`src/rtl/clk_div_pkg.sv`:
```
// Shared definitions for the clk_div_bank divider channels: state encoding,
// ratio floor and default sizing.
package clk_div_pkg;

    typedef enum logic [1:0] {
        ST_IDLE = 2'b00,
        ST_HIGH = 2'b01,
        ST_LOW  = 2'b10
    } div_state_e;

    localparam int MIN_DIV   = 2;
    localparam int DEF_NCH   = 4;
    localparam int DEF_DIV_W = 8;
    localparam int DEF_RATIO = 16;

endpackage

```
`src/rtl/clk_div_chan.sv`:
```
// One divider channel: IDLE/HIGH/LOW sequencer with a ratio register and a
// pending ratio that is adopted only when a new period starts.
module clk_div_chan
    import clk_div_pkg::*;
#(
    parameter int DIV_W   = DEF_DIV_W,
    parameter int DEF_DIV = DEF_RATIO
) (
    input  logic             clk_i,
    input  logic             rst_i,
    input  logic             en_i,
    input  logic             align_i,
    input  logic             div_we_i,
    input  logic [DIV_W-1:0] div_val_i,
    output logic             clk_div_o,
    output logic             tick_o,
    output logic             pend_o,
    output logic             active_o
);

    div_state_e       state_q;
    logic [DIV_W-1:0] cnt_q;
    logic [DIV_W-1:0] ratio_q;
    logic [DIV_W-1:0] pend_val_q;
    logic             pend_q;
    logic             clk_div_q;
    logic             tick_q;
    logic             active_q;

    logic [DIV_W-1:0] wr_val_s;
    logic [DIV_W-1:0] ratio_d;
    logic [DIV_W-1:0] hi_last_s;
    logic [DIV_W-1:0] lo_last_s;
    logic             start_s;

    function automatic logic [DIV_W-1:0] clamp_ratio(input logic [DIV_W-1:0] v);
        if (v < DIV_W'(MIN_DIV)) begin
            return DIV_W'(MIN_DIV);
        end else begin
            return v;
        end
    endfunction

    // Per-period quantities: last count of each half (HIGH takes the odd extra cycle) and the ratio a new period adopts.
    always_comb begin
        wr_val_s  = clamp_ratio(div_val_i);
        ratio_d   = pend_q ? pend_val_q : ratio_q;
        lo_last_s = (ratio_q >> 1) - DIV_W'(1);
        hi_last_s = ratio_q - (ratio_q >> 1) - DIV_W'(1);
        start_s   = en_i && ((state_q == ST_IDLE) ||
                             ((state_q == ST_LOW) && (cnt_q == lo_last_s)));
    end

    // Channel sequencer with registered outputs; ALIGN overrides the normal period flow.
    always_ff @(posedge clk_i) begin
        if (rst_i) begin
            state_q    <= ST_IDLE;
            cnt_q      <= '0;
            ratio_q    <= DIV_W'(DEF_DIV);
            pend_val_q <= '0;
            pend_q     <= 1'b0;
            clk_div_q  <= 1'b0;
            tick_q     <= 1'b0;
            active_q   <= 1'b0;
        end else begin
            tick_q <= 1'b0;
            if (div_we_i) begin
                pend_val_q <= wr_val_s;
                pend_q     <= 1'b1;
            end
            if (align_i && en_i) begin
                state_q   <= ST_HIGH;
                cnt_q     <= '0;
                clk_div_q <= 1'b1;
                tick_q    <= 1'b1;
                active_q  <= 1'b1;
                ratio_q   <= div_we_i ? wr_val_s : ratio_d;
                pend_q    <= 1'b0;
            end else if (align_i) begin
                state_q   <= ST_IDLE;
                cnt_q     <= '0;
                clk_div_q <= 1'b0;
                active_q  <= 1'b0;
            end else if (start_s) begin
                // A write on the boundary edge stays pending for the following period.
                state_q   <= ST_HIGH;
                cnt_q     <= '0;
                clk_div_q <= 1'b1;
                tick_q    <= 1'b1;
                active_q  <= 1'b1;
                ratio_q   <= ratio_d;
                pend_q    <= div_we_i;
            end else begin
                case (state_q)
                    ST_IDLE: begin
                        cnt_q <= '0;
                    end
                    ST_HIGH: begin
                        if (cnt_q == hi_last_s) begin
                            state_q   <= ST_LOW;
                            cnt_q     <= '0;
                            clk_div_q <= 1'b0;
                        end else begin
                            cnt_q <= cnt_q + DIV_W'(1);
                        end
                    end
                    ST_LOW: begin
                        if (cnt_q == lo_last_s) begin
                            state_q  <= ST_IDLE;
                            cnt_q    <= '0;
                            active_q <= 1'b0;
                        end else begin
                            cnt_q <= cnt_q + DIV_W'(1);
                        end
                    end
                    default: begin
                        state_q   <= ST_IDLE;
                        cnt_q     <= '0;
                        clk_div_q <= 1'b0;
                        active_q  <= 1'b0;
                    end
                endcase
            end
        end
    end

    assign clk_div_o = clk_div_q;
    assign tick_o    = tick_q;
    assign pend_o    = pend_q;
    assign active_o  = active_q;

endmodule

```
`src/rtl/clk_div_bank.sv`:
```
// Bank of NCH independent programmable clock dividers sharing one input clock,
// reset and phase-align pulse.
module clk_div_bank
    import clk_div_pkg::*;
#(
    parameter int NCH     = DEF_NCH,
    parameter int DIV_W   = DEF_DIV_W,
    parameter int DEF_DIV = DEF_RATIO
) (
    input  logic                 clk_i,
    input  logic                 rst_i,
    input  logic [NCH-1:0]       en_i,
    input  logic                 align_i,
    input  logic [NCH-1:0]       div_we_i,
    input  logic [NCH*DIV_W-1:0] div_val_i,
    output logic [NCH-1:0]       clk_div_o,
    output logic [NCH-1:0]       tick_o,
    output logic [NCH-1:0]       pend_o,
    output logic [NCH-1:0]       active_o
);

    for (genvar i = 0; i < NCH; i++) begin : g_chan
        clk_div_chan #(
            .DIV_W   (DIV_W),
            .DEF_DIV (DEF_DIV)
        ) u_chan (
            .clk_i     (clk_i),
            .rst_i     (rst_i),
            .en_i      (en_i[i]),
            .align_i   (align_i),
            .div_we_i  (div_we_i[i]),
            .div_val_i (div_val_i[i*DIV_W +: DIV_W]),
            .clk_div_o (clk_div_o[i]),
            .tick_o    (tick_o[i]),
            .pend_o    (pend_o[i]),
            .active_o  (active_o[i])
        );
    end

endmodule

```
`config.mk`:
```
export PLATFORM = sky130hd
export DESIGN_NAME = clk_div_bank
export DESIGN_NICKNAME = d
export VERILOG_FILES = /design/src/rtl/clk_div_pkg.sv /design/src/rtl/clk_div_chan.sv /design/src/rtl/clk_div_bank.sv
export SDC_FILE = /design/constraint.sdc
export NUM_CORES = 1
export LEC_CHECK = 0
export BUFFER_PORTS_ARGS = -buffer_cell sky130_fd_sc_hd__buf_2
export CORE_ASPECT_RATIO = 0.8
export CORE_UTILIZATION = 50
export CTS_CLUSTER_DIAMETER = 60
export DETAILED_ROUTE_END_ITERATION = 12
export PLACE_DENSITY = 0.78
export REMOVE_ABC_BUFFERS = 1
export SKIP_LAST_GASP = 1
export SLEW_MARGIN = 20
export SYNTH_ARGS = -nofsm -noshare
export SYNTH_HDL_FRONTEND = slang
export SYNTH_SLANG_ARGS = --single-unit
```
`constraint.sdc`:
```
create_clock -name clk_i -period 3.64 [get_ports clk_i]
set_input_delay 0.728 -clock clk_i [delete_from_list [all_inputs] [get_ports clk_i]]
set_output_delay 0.728 -clock clk_i [all_outputs]
set_load 0.01 [all_outputs]
```
# Yosys cells after proc, flatten, opt, wreduce, memory -nomap -nowiden
# Index checks and enable logic that the tools add are counted.
# op_classes
bitwise_logic	4
addsub	16
n_reduce_logical	60
n_lt_le_gt_ge	4
eq_ne	48
n_mux	124
# ops
op	count
$mux W8	32
$mux W1	68
$eq A8 B8 Y1	8
$pmux W8 S2	4
$add A8 B1 Y8 const B	4
$lt A8 B2 Y1 const B	4
$ne A4 B1 Y1 const B	8
$sub A7 B1 Y8 const B	4
$sub A8 B1 Y8 const B	4
$sub A8 B7 Y8	4
$pmux W2 S3	4
$reduce_and A2 Y1	12
$reduce_and A3 Y1	8
$reduce_or A2 Y1	12
$ne A5 B2 Y1 const B	4
$ne A5 B4 Y1 const B	4
$mux W2	8
$ne A2 B1 Y1 const B	8
$ne A4 B3 Y1 const B	4
$pmux W1 S2	8
$reduce_or A4 Y1	4
$logic_and A1 B1 Y1	12
$eq A2 B1 Y1 const B	4
$eq A2 B2 Y1 const B	4
other kinds (5)	20
# totals
word_cells	292
inputBits	43
ff_bits	120

# Longest topological paths before layout
# Gate-level depths: netlist of the first run.
# logic_depth
depth_word	8
depth_mapped	11
mapped_depth_nobuf	10

# Cells and area by module
# A second synthesis of the first run with hierarchy kept.
# hier_totals
cells_unflattened	956
hier_area_um2	8328.0
# by_module_without_submodules
mod	area_each_um2	cells_each	seq_area_each_um2	n_inst
clk_div_chan (g_chan[0].u_chan ...)	2082.0	238	600.6	3
clk_div_chan (g_chan[3].u_chan)	2082.0	242	600.6	1

# Least setup slack after synthesis of the first run
# Ideal clock, no wire load.
# synth_timing
kind	reg2reg
from	reg g_chan[1].u_chan.ratio_q[1]
to	reg g_chan[1].u_chan.state_q[1]
t_required_ns	3.525
synth_period_minus_slack_ns	2.780
path_stages_with_launch	11
n_path_buf	0
setup_slack_ns	0.860
arrival_time_ns	2.666
setup_ns	0.115
cell_sequence	dfxtp_1 -> inv_1 -> ha_1 -> fa_1 -> nand2b_1 -> a21oi_1 -> or3_1 -> a221oi_1 -> a41oi_1 -> or2_1 -> a2111oi_0
# synth_via
elab_chain_cells	6
# synth_rtl
item	line_no	text
start: declaration	clk_div_chan.sv:23	logic [DIV_W-1:0] ratio_q;
start signal: assignment	clk_div_chan.sv:59	ratio_q <= DIV_W'(DEF_DIV);
start signal: assignment	clk_div_chan.sv:77	ratio_q <= div_we_i ? wr_val_s : ratio_d;
start signal: assignment	clk_div_chan.sv:91	ratio_q <= ratio_d;
parallel branches: the longest is 6 deep, another holds $sub A8 B7 Y8	n/a	
end signal: assignment	clk_div_chan.sv:57	state_q <= ST_IDLE;
end signal: assignment	clk_div_chan.sv:72	state_q <= ST_HIGH;
end signal: assignment	clk_div_chan.sv:80	state_q <= ST_IDLE;
end: declaration	clk_div_chan.sv:21	div_state_e state_q;
# Parallel ways; which one is timed is not known.
# A chain may end at the register's enable or synchronous reset.

# Final worst setup path of the first run
# layout_timing
from	reg g_chan[1].u_chan.ratio_q[1]
to	reg g_chan[1].u_chan.cnt_q[3]
# layout_via
elab_chain_cells	6
# layout_rtl
item	line_no	text
parallel branches: the longest is 6 deep, another holds $sub A8 B7 Y8	n/a	
end signal: assignment	clk_div_chan.sv:104	cnt_q <= cnt_q + DIV_W'(1);
end signal: assignment	clk_div_chan.sv:113	cnt_q <= cnt_q + DIV_W'(1);
end: declaration	clk_div_chan.sv:22	logic [DIV_W-1:0] cnt_q;
# Parallel ways; which one is timed is not known.

==> summary.txt, run 1 <==
Clock network
  – CTS Hold Bufs: 0
  – Clock Latency Late Sink: 0.42 ns
  – Clk sink count: 120
  – CTS tree: yes
  – Longest Clk Path Bufs: 2
  – H-Tree Depth: 4
  – Post-CTS sizing: 0
  – Post-CTS Setup Inserts: 0
  – Root Buffer: clkbuf_16
  – Cts bufs inserted: 17
  – Worst-path clk slew: about 0.06 ns

Final layout
  – Number of diodes: 0
  – Multi-input gate area: ~5400 um2
  – Final nets: roughly 1100
  – Final Core Density: 0.574
  – Sequential standard cell area: approximately 2400 um2
  – Area grow syn2layout: 10.4%
  – Share of cells above drive strength 1: 0.121
  – Final Non-Filler Cells: around 1200
  – Filler Cell Count: 1435

Pwr
  – Sw power: 0.00121 W
  – Internal: 0.00271 W
  – Part of the power in registers: 0.371
  – Leak: 3.77 nW
  – Clock power share: 0.403
  – Logic pwr share: 0.226
  – Max VDD drop: 0.333 mV
  – Power Density: between 400 and 500 nW/um2
  – Switching share of total power: 0.308

Worst setup path
  – CP Launch Type: flop
  – Critical path peak fanout: 8
  – Critical Path Start: g_chan[1].u_chan.ratio_q[1]
  – R2r startpoint: g_chan[1].u_chan.ratio_q[1]
  – Critical path class: flop to flop
  – CP Capture Type: flop
  – CP arrival: approximately 3.6 ns
  – R2R setup slack: 0.36 ns
  – Req. time, crit path: 3.92 ns
  – Setup crit end: g_chan[1].u_chan.cnt_q[3]
  – Worst R2R End: g_chan[1].u_chan.cnt_q[3]
  – R2R cell count: 10

Drt
  – Detail Route Antenna Nets: 0
  – Final wirelength: 18.3 mm
  – Vias per cell: about 5.6
  – DR vias: 6812
  – Drt wl/cell: 14.9 um
  – Residual DRC: 0
  – Iter 0 DRT Violations: 335
  – 1st-pass router iterations: 4

Job
  – Max Cap Viol: 0

Global routing
  – All-layer global routing usage: 0.221
  – Largest net degree at the start of global routing: 48
  – Total global routing overflow: 0
  – Initial antenna violation count: 0
  – Vias in the first global route: 6449
  – Global-route wire length before repair: ~31 mm

Synth
  – Post-synthesis register bit count: 120
  – Post-synth cell types: 76
  – Post-synth EDFFs: 0
  – Syn Std Cell Area: 8310 um2
  – Synth Flop Type: dfxtp_1
  – Yosys warnings: 0
  – Post-synth ARST share: 0
  – Synth Instances: 971
  – Post-synthesis sequential area ratio: 0.289
  – Avg Cell Area, Syn: ~8.6 um2

STA
  – Setup TNS: 0 ns
  – Final Hold Viols: 0
  – Normalized max-slew margin: 0.550
  – Actual slew at the worst max-slew pin: 0.674 ns
  – F_max: 0.305 GHz
  – Final period util: 0.901
  – Worst Skew: 0.00838 ns
  – Final Max Tran Viols: 0
  – Min Tclk post-route: ~3.3 ns
  – Setup Viol. Count Final: 0
  – RSZ-0062 raised after global routing: no

Placed design
  – Port buffer count: 58
  – Gpl congestion: roughly 0.90
  – Placed Cells: 1193
  – Post-DP HPWL: 13.5 mm

Floorplan
  – Num rows: 41
  – Die width: 146 um
  – CORE AREA: 16000 um2
  – Die area: 17100 um2
  – Die H: around 120 um
  – I/O pins: 59
  – Initial core utilization: 0.519

Worst hold path
  – Hold Crit Class: flop to flop

Status
  – Outcome: finished clean
==> state kept, by name, summed over array words and instances (netlist names) <==
name                      count
g_chan.u_chan.state_q         8
g_chan.u_chan.tick_o          4
g_chan.u_chan.clk_div_o       4
g_chan.u_chan.active_o        4
g_chan.u_chan.cnt_q          32
g_chan.u_chan.ratio_q        32
g_chan.u_chan.pend_val_q     32
g_chan.u_chan.pend_o          4
==> worst max-delay path, cell delays in order (launching register included) <==
cell and delay (ns):
dfxtp_1 0.47, inv_1 0.10, ha_1 0.23, fa_1 0.46, nand2b_1 0.09, a21oi_1 0.09
or3_1 0.34, a221oi_1 0.36, a41oi_1 0.26, o2111ai_1 0.62, nor2_1 0.12
==> cell type report <==
cell class,instances,area share
tap,215,0.0293
clock inverter,12,0.00981
multi-input combinational,728,0.585
clock buffer,20,0.0508
sequential,120,0.262
inverter,67,0.0274
timing repair buffer,63,0.0357
==> per-layer routing <==
layer	routed length [um]	global-route usage	vias up
li1	-	-	3458
met1	9200	0.300	3172
met2	7990	0.345	155
met3	760	0.0389	27
met4	340	0.0957	0
met5	0	0	-
==> how the worst min path moves through the flow <==
stage / end / start / slack (ns) / cells past startpoint
6_report: g_chan[1].u_chan.active_o / g_chan[1].u_chan.active_o / 0.46 / 2
5_1_grt: g_chan[1].u_chan.active_o / g_chan[1].u_chan.active_o / 0.49 / 2
4_1_cts: g_chan[1].u_chan.active_o / g_chan[1].u_chan.active_o / 0.46 / 2
3_5_place_dp: g_chan[1].u_chan.active_o / g_chan[1].u_chan.active_o / 0.45 / 2
3_3_place_gp: g_chan[1].u_chan.active_o / g_chan[1].u_chan.active_o / 0.44 / 2
2_1_floorplan: g_chan[2].u_chan.ratio_q[0] / g_chan[2].u_chan.ratio_q[0] / 0.44 / 2
==> placed cells by master (no fill, tap or decap), types with 5 or more instances in the layout <==
cell type,instances
nor2_1,86
dfxtp_1,120
o21a_1,19
a21oi_1,44
clkbuf_16,17
nand3b_1,25
a211oi_1,10
buf_4,5
nor2b_1,15
nor3_1,23
buf_2,58
nor4_1,14
ha_1,76
o21ai_0,45
xor2_1,43
a21boi_0,10
nand3_1,28
nand2b_1,13
and2_1,6
inv_1,67
a31oi_1,8
a21o_1,5
and3_1,10
nand2_1,40
mux2i_1,32
nor3b_1,7
or3_1,5
o21bai_1,5
o221a_2,7
a221oi_1,8
o2111ai_1,6
xnor2_1,63
==> synthesized netlist by cell type (4+ instances only) <==
library cell	count	area (um2)
nand2b_1	13	81.3
a221oi_1	8	70.1
o21a_1	19	143
buf_1	5	18.8
mux2i_1	32	320
dfxtp_1	120	2400
and2_1	6	37.5
nand3_1	28	140
nor2_1	86	323
nor3_1	23	115
o2111ai_1	6	52.6
a21oi_1	44	220
buf_4	16	120
a211oi_1	10	75.1
a21boi_0	10	75.1
a31oi_1	8	50.1
ha_1	76	951
buf_2	10	50.1
nor3b_1	7	52.6
clkbuf_1	22	82.6
a21o_1	5	37.5
inv_1	67	251
or3_1	5	31.3
or2_2	4	25.0
nor4_1	14	87.6
xor2_1	43	377
nand3b_1	25	188
o21bai_1	5	37.5
o21ai_0	45	225
fa_1	4	80.1
nand2_1	40	150
xnor2_1	63	552
and3_1	10	62.6
nor2b_1	15	93.8
o311ai_0	4	35.0
o211ai_1	4	30.0
o221a_2	7	78.8
a31o_2	4	35.0
==> kinds of logic after synthesis <==
group | Yosys count | synth area share
compound gates | 215 | 0.182
buf+inv | 123 | 0.0655
flops | 120 | 0.289
mux | 33 | 0.0399
fa+ha+maj | 80 | 0.124
simple gates | 292 | 0.183
xor+xnor | 108 | 0.117
==> power by group through the flow <==
stage	logic, W	clock network (W)	registers [W]
floorplan	0.000646	0	0.00147
global placement	0.000850	0	0.00148
detailed placement	0.000867	0	0.00148
CTS	0.000880	0.00161	0.00145
global route	0.000984	0.00167	0.00146
finish	0.000887	0.00158	0.00145
==> through the flow <==
step / hold WS, ns / instance area, um2 / total power [W] / worst slack, ns
2_1_floorplan: 0.441 / 8020 / 0.00212 / 0.860
3_3_place_gp: 0.443 / 8620 / 0.00233 / 0.414
3_5_place_dp: 0.448 / 8620 / 0.00235 / 0.373
4_1_cts: 0.457 / 9170 / 0.00394 / 0.360
5_1_grt: 0.485 / 9180 / 0.00411 / 0.0563
6_report: 0.458 / 9180 / 0.00392 / 0.362
No activity file was read; power rests on OpenSTA's default activity.
==> run 2: changes to the inputs <==
Settings changed: CORE_ASPECT_RATIO 0.8 to 0.5.
==> run 2 against run 1 <==
  * Die area rose by 0.16%
  * Critical endpoint is now g_chan[3].u_chan.cnt_q[2]
  * Combinational power is essentially flat
  * Sequential share of layout area fell by 0.41 points
  * Critical path type unchanged
  * Clock power increased by 28%
  * Maximum frequency down 0.27%
  * Non-clock buffer count fell by 1
  * Register-to-register slack about the same
  * Cell count increased by 0.41%
  * Total power grew 11%
==> summary.txt, run 2 (synthesized netlist as in run 1, its figures left out) <==
Final layout
  – Final Core Density: 0.590 (was 0.574)
  – Final nets: 1119 (was 1120)
  – Highest-count cells in the layout ignoring fill and taps: dfxtp_1 (120), nor2_1 (86), ha_1 (76) (unchanged)
  – Filler Cell Count: 1319 (was 1435)
  – Most common cell after layout, fill and taps aside: dfxtp_1 (unchanged)
  – Biggest regs: g_chan.u_chan.cnt_q x32, g_chan.u_chan.pend_val_q x32, g_chan.u_chan.ratio_q x32 (unchanged)
  – Number of diodes: 0 (unchanged)
  – Share of cells above drive strength 1: 0.119 (was 0.121)
  – Area grow syn2layout: 12.2% (was 10.4%)

Clock network
  – Worst-path clk slew: 0.06 ns (about the same)
  – Post-CTS sizing: 0 (unchanged)
  – Clock Latency Late Sink: 0.42 ns (about the same)
  – Root Buffer: clkbuf_16 (unchanged)
  – H-Tree Depth: 4 (unchanged)
  – Cts bufs inserted: 17 (unchanged)
  – CTS tree: yes (unchanged)
  – Clk sink count: 120 (unchanged)
  – Post-CTS Setup Inserts: 0 (unchanged)
  – CTS Hold Bufs: 0 (unchanged)
  – Longest Clk Path Bufs: 2 (unchanged)

Drt
  – Vias per cell: 5.60 (was 5.56)
  – 1st-pass router iterations: 5 (was 4)
  – Iter 0 DRT Violations: 417 (was 335)
  – DR vias: 6883 (was 6812)
  – Residual DRC: 0 (unchanged)
  – Drt wl/cell: 15.3 um (was 14.9 um)
  – Final wirelength: 18.8 mm (was 18.3 mm)
  – Detail Route Antenna Nets: 0 (unchanged)

Global routing
  – Total global routing overflow: 0 (unchanged)
  – Largest net degree at the start of global routing: 66 (was 48)
  – All-layer global routing usage: 0.232 (was 0.221)
  – Global-route wire length before repair: 32.0 mm (was 31.0 mm)
  – Vias in the first global route: 6746 (was 6449)
  – Initial antenna violation count: 0 (unchanged)

STA
  – Setup Viol. Count Final: 0 (unchanged)
  – Worst Skew: 0.00896 ns (was 0.00838 ns)
  – Final Hold Viols: 0 (unchanged)
  – F_max: 0.304 GHz (was 0.305 GHz)
  – Setup TNS: 0 ns (unchanged)
  – Actual slew at the worst max-slew pin: 0.716 ns (was 0.674 ns)
  – RSZ-0062 raised after global routing: no (unchanged)
  – Final worst-path setup slack: 0.353 ns (was 0.362 ns)
  – Final Max Tran Viols: 0 (unchanged)
  – Min Tclk post-route: 3.29 ns (was 3.28 ns)
  – Final period util: 0.903 (was 0.901)
  – Normalized max-slew margin: 0.521 (was 0.550)

Floorplan
  – Num rows: 32 (was 41)
  – Initial core utilization: 0.526 (was 0.519)
  – Die width: 184 um (was 146 um)
  – I/O pins: 59 (unchanged)
  – Die area: 17200 um2 (was 17100 um2)
  – CORE AREA: 15800 um2 (was 16000 um2)
  – Die H: 93.2 um (was 117 um)

Placed design
  – Worst slack, placed: 0.426 ns (was 0.373 ns)
  – Post-DP HPWL: 13.8 mm (was 13.5 mm)
  – Port buffer count: 58 (unchanged)
  – Gpl congestion: 0.948 (was 0.901)

Worst setup path
  – Req. time, crit path: 3.93 ns (was 3.92 ns)
  – Crit-path leading delay family: compound AO/OA/AOI/OAI gates (unchanged)
  – CP Cell Sequence: inv_1, ha_1, fa_1, xor2_1, a2111oi_0, o211ai_1, o41ai_1, a21o_1, nor2_1 (was inv_1, ha_1, fa_1, nand2b_1, a21oi_1, or3_1, a221oi_1, a41oi_1, o2111ai_1, nor2_1)
  – Slowest stage cell on the critical path: o41ai_1 (was o2111ai_1)
  – Critical path peak fanout: 8 (unchanged)
  – CP Launch Type: flop (unchanged)
  – Crit path largest cell delay: 0.67 ns (was 0.62 ns)
  – Critical path class: flop to flop (unchanged)
  – CP arrival: 3.58 ns (was 3.56 ns)
  – CP bufs+invs: 1 (unchanged)
  – CP Capture Type: flop (unchanged)

Job
  – Max Cap Viol: 0 (unchanged)

Worst hold path
  – Hold Crit Class: flop to flop (unchanged)

Pwr
  – Leak: 3.83 nW (was 3.77 nW)
  – Max VDD drop: 0.340 mV (was 0.333 mV)
  – Design Power: 0.00437 W (was 0.00392 W)
  – Power Density: 468 nW/um2 (was 427 nW/um2)

Status
  – Outcome: finished clean (unchanged)
-- run 2: final timing paths --
path / start / end / slack (ns) / cells past startpoint
setup reg to reg: g_chan[3].u_chan.ratio_q[1] / g_chan[3].u_chan.cnt_q[2] / 0.35 / 9
hold / removal: g_chan[2].u_chan.clk_div_o / g_chan[2].u_chan.clk_div_o / 0.48 / 2
hold reg to reg: g_chan[2].u_chan.clk_div_o / g_chan[2].u_chan.clk_div_o / 0.48 / 2
setup / recovery: g_chan[3].u_chan.ratio_q[1] / g_chan[3].u_chan.cnt_q[2] / 0.35 / 9
-- run 2: power by group --
| group | internal, W | switching [W] |
|---|---|---|
| Combinational | 0.000395 | 0.000494 |
| Sequential | 0.00139 | 0.0000669 |
| Clock | 0.00138 | 0.000645 |
| Total | 0.00316 | 0.00121 |
-- run 2: layer usage --
metal | track usage | share of wire
met1 | 0.293 | 0.46
met2 | 0.394 | 0.48
met3 | 0.0467 | 0.038
met4 | 0.0840 | 0.018
met5 | 0 | 0
-- run 2: cell type report --
class                           count  area [um2]  area share
Inverter                           67         251      0.0270
Multi-Input combinational cell    728        5370       0.575
Clock inverter                     14         270      0.0290
Sequential cell                   120        2400       0.258
Tap cell                          221         277      0.0297
Timing Repair Buffer               62         320      0.0343
Clock buffer                       18         439      0.0471
-- run 2: stage by stage --
step           std cells  area (um2)  hold slack, ns
3_3_place_gp        1198        8620           0.464
4_1_cts             1230        9330           0.481
5_1_grt             1230        9330           0.501
6_report            1230        9330           0.480
3_5_place_dp        1198        8620           0.470
2_1_floorplan        915        8020           0.441
-- run 2: worst reg2reg max path: cells and delay by family, from the launching register on --
family	cells	cell delay [ns]
flip-flops	1	0.48
buffers and inverters	1	0.11
AO/OA/AOI/OAI	4	1.61
adder cells (fa/ha/maj)	2	0.68
AND/OR/NAND/NOR	1	0.08
XOR/XNOR	1	0.19
==> run 3: changes to the inputs <==
Clock period 3.64 ns to 3.9 ns, I/O delays scaled along.
==> run 3 against run 2 <==
  * Hold slack lost 0.0040 ns
  * Wire length fell by 1.1%
  * Worst setup slack improved by 0.24 ns
  * Sequential share of layout area is 0.22 points higher
  * Design area down 0.86%
  * Clock power fell by 16%
  * First-iteration DRC count grew 1.2%
  * Largest cell class unchanged
  * Largest power group unchanged
==> summary.txt, run 3 (synthesized netlist as in run 1, its figures left out) <==
Pwr
  – Power Density: 420 nW/um2 (was 468 nW/um2)
  – Sw power: 0.00107 W (was 0.00121 W)
  – Switching share of total power: 0.277 (was 0.276)
  – Clock power share: 0.437 (was 0.463)
  – Leak: 3.80 nW (was 3.83 nW)
  – Internal: 0.00281 W (was 0.00316 W)
  – Logic pwr share: 0.213 (was 0.204)
  – Max VDD drop: 0.340 mV (about the same)
  – Part of the power in registers: 0.350 (was 0.333)

Global routing
  – Total global routing overflow: 0 (unchanged)
  – Initial antenna violation count: 0 (unchanged)
  – Vias in the first global route: 6540 (was 6746)
  – All-layer global routing usage: 0.225 (was 0.232)
  – Global-route wire length before repair: 31.4 mm (was 32.0 mm)
  – Largest net degree at the start of global routing: 66 (unchanged)

STA
  – Final Hold Viols: 0 (unchanged)
  – Final period util: 0.849 (was 0.903)
  – Actual slew at the worst max-slew pin: 0.714 ns (was 0.716 ns)
  – Final worst-path setup slack: 0.590 ns (was 0.353 ns)
  – RSZ-0062 raised after global routing: no (unchanged)
  – Final Max Tran Viols: 0 (unchanged)
  – Normalized max-slew margin: 0.522 (was 0.521)
  – F_max: 0.302 GHz (was 0.304 GHz)
  – Setup Viol. Count Final: 0 (unchanged)
  – Worst Skew: 0.00947 ns (was 0.00896 ns)
  – Min Tclk post-route: 3.31 ns (was 3.29 ns)
  – Setup TNS: 0 ns (unchanged)

Final layout
  – Highest-count cells in the layout ignoring fill and taps: dfxtp_1 (120), nor2_1 (86), ha_1 (76) (unchanged)
  – Final Non-Filler Cells: 1227 (was 1230)
  – Final nets: 1118 (was 1119)
  – Final Core Density: 0.585 (was 0.590)
  – Share of cells above drive strength 1: 0.116 (was 0.119)
  – Number of diodes: 0 (unchanged)
  – Most common cell after layout, fill and taps aside: dfxtp_1 (unchanged)
  – Filler Cell Count: 1345 (was 1319)
  – Area grow syn2layout: 11.2% (was 12.2%)
  – Biggest regs: g_chan.u_chan.cnt_q x32, g_chan.u_chan.pend_val_q x32, g_chan.u_chan.ratio_q x32 (unchanged)

Drt
  – Detail Route Antenna Nets: 0 (unchanged)
  – Vias per cell: 5.60 (about the same)
  – Drt wl/cell: 15.2 um (was 15.3 um)
  – Iter 0 DRT Violations: 422 (was 417)
  – Final wirelength: 18.6 mm (was 18.8 mm)
  – 1st-pass router iterations: 9 (was 5)
  – Residual DRC: 0 (unchanged)
  – DR vias: 6877 (was 6883)

Status
  – Outcome: finished clean (unchanged)

Floorplan
  – Num rows: 32 (unchanged)
  – Initial core utilization: 0.526 (unchanged)
  – CORE AREA: 15800 um2 (unchanged)
  – Die H: 93.2 um (unchanged)
  – Die area: 17200 um2 (unchanged)
  – Die width: 184 um (unchanged)
  – I/O pins: 59 (unchanged)

Placed design
  – Post-DP HPWL: 13.7 mm (was 13.8 mm)
  – Placed Cells: 1197 (was 1198)
  – Worst slack, placed: 0.701 ns (was 0.426 ns)
  – Port buffer count: 58 (unchanged)
  – Gpl congestion: 0.936 (was 0.948)

Worst setup path
  – Critical path peak fanout: 8 (unchanged)
  – Critical path class: flop to flop (unchanged)
  – Req. time, crit path: 4.19 ns (was 3.93 ns)
  – Worst R2R End: g_chan[3].u_chan.cnt_q[5] (was g_chan[3].u_chan.cnt_q[2])
  – R2R cell count: 10 (was 9)
  – CP Capture Type: flop (unchanged)
  – CP arrival: 3.60 ns (was 3.58 ns)
  – R2r startpoint: g_chan[3].u_chan.ratio_q[1] (unchanged)
  – R2R setup slack: 0.59 ns (was 0.35 ns)
  – CP Launch Type: flop (unchanged)

Clock network
  – H-Tree Depth: 4 (unchanged)
  – Worst-path clk slew: 0.05 ns (was 0.06 ns)
  – Cts bufs inserted: 17 (unchanged)
  – CTS Hold Bufs: 0 (unchanged)
  – Root Buffer: clkbuf_16 (unchanged)
  – CTS tree: yes (unchanged)
  – Clk sink count: 120 (unchanged)
  – Post-CTS sizing: 0 (unchanged)
  – Longest Clk Path Bufs: 2 (unchanged)
  – Post-CTS Setup Inserts: 0 (unchanged)
  – Clock Latency Late Sink: 0.41 ns (was 0.42 ns)

Job
  – Max Cap Viol: 0 (unchanged)

Worst hold path
  – Hold Crit Class: flop to flop (unchanged)
  – Hold Path Stages: 2 (unchanged)
  – Worst Hold Launch: g_chan[2].u_chan.clk_div_o (unchanged)
  – Hold path endpoint: g_chan[2].u_chan.clk_div_o (unchanged)
-- run 3: cell types whose count changed in the layout (fill, tap and decap cells not counted), sizes merged --
cell / before / now
clkbuf: 18 / 22
buf: 62 / 61
clkinv: 5 / 3
bufinv: 7 / 4
inv: 68 / 67
-- run 3: worst max path at each step --
stage	from	end	slack, ns	cells past startpoint
floorplan	g_chan[1].u_chan.ratio_q[1]	g_chan[1].u_chan.state_q[1]	1.12	10
global placement	g_chan[3].u_chan.ratio_q[1]	g_chan[3].u_chan.cnt_q[3]	0.85	9
detailed placement	g_chan[1].u_chan.ratio_q[1]	g_chan[1].u_chan.cnt_q[3]	0.70	10
CTS	g_chan[3].u_chan.ratio_q[1]	g_chan[3].u_chan.cnt_q[5]	0.66	10
global route	g_chan[3].u_chan.ratio_q[1]	g_chan[3].u_chan.cnt_q[5]	0.32	10
finish	g_chan[3].u_chan.ratio_q[1]	g_chan[3].u_chan.cnt_q[5]	0.59	10
-- run 3: metrics by stage --
step                power (W)  cell area, um2  hold slack [ns]
CTS                   0.00388            9250            0.482
global placement      0.00216            8610            0.464
global route          0.00405            9250            0.510
detailed placement    0.00219            8610            0.473
floorplan             0.00198            8020            0.441
finish                0.00388            9250            0.476
-- run 3: layout make-up --
class	count	area, um2	share of cell area
Timing Repair Buffer	61	313	0.0338
Inverter	67	251	0.0272
Sequential cell	120	2400	0.260
Tap cell	221	277	0.0299
Clock inverter	8	143	0.0154
Multi-Input combinational cell	728	5370	0.580
Clock buffer	22	494	0.0535
-- run 3: layer usage --
metal,wire [um],vias up,track usage
met5,0,-,0
met4,231,0,0.0556
met3,735,25,0.0483
met2,8760,135,0.384
met1,8890,3263,0.290
li1,-,3454,-
-- run 3: power groups by stage --
stage | Combinational [W] | Sequential, W | Clock [W]
floorplan | 0.000603 | 0.00137 | 0
global placement | 0.000786 | 0.00138 | 0
detailed placement | 0.000812 | 0.00138 | 0
CTS | 0.000822 | 0.00136 | 0.00170
global route | 0.000922 | 0.00137 | 0.00176
finish | 0.000828 | 0.00136 | 0.00170
-- run 3: critical path, cell delays in order, from the launching register on --
cell and delay (ns):
dfxtp_1 0.46, inv_1 0.12, ha_1 0.22, fa_1 0.45, xor2_1 0.22, o2bb2ai_1 0.09, a2111oi_0 0.34, o211ai_1 0.16
o41ai_1 0.65, a21o_1 0.37, nor2_1 0.09
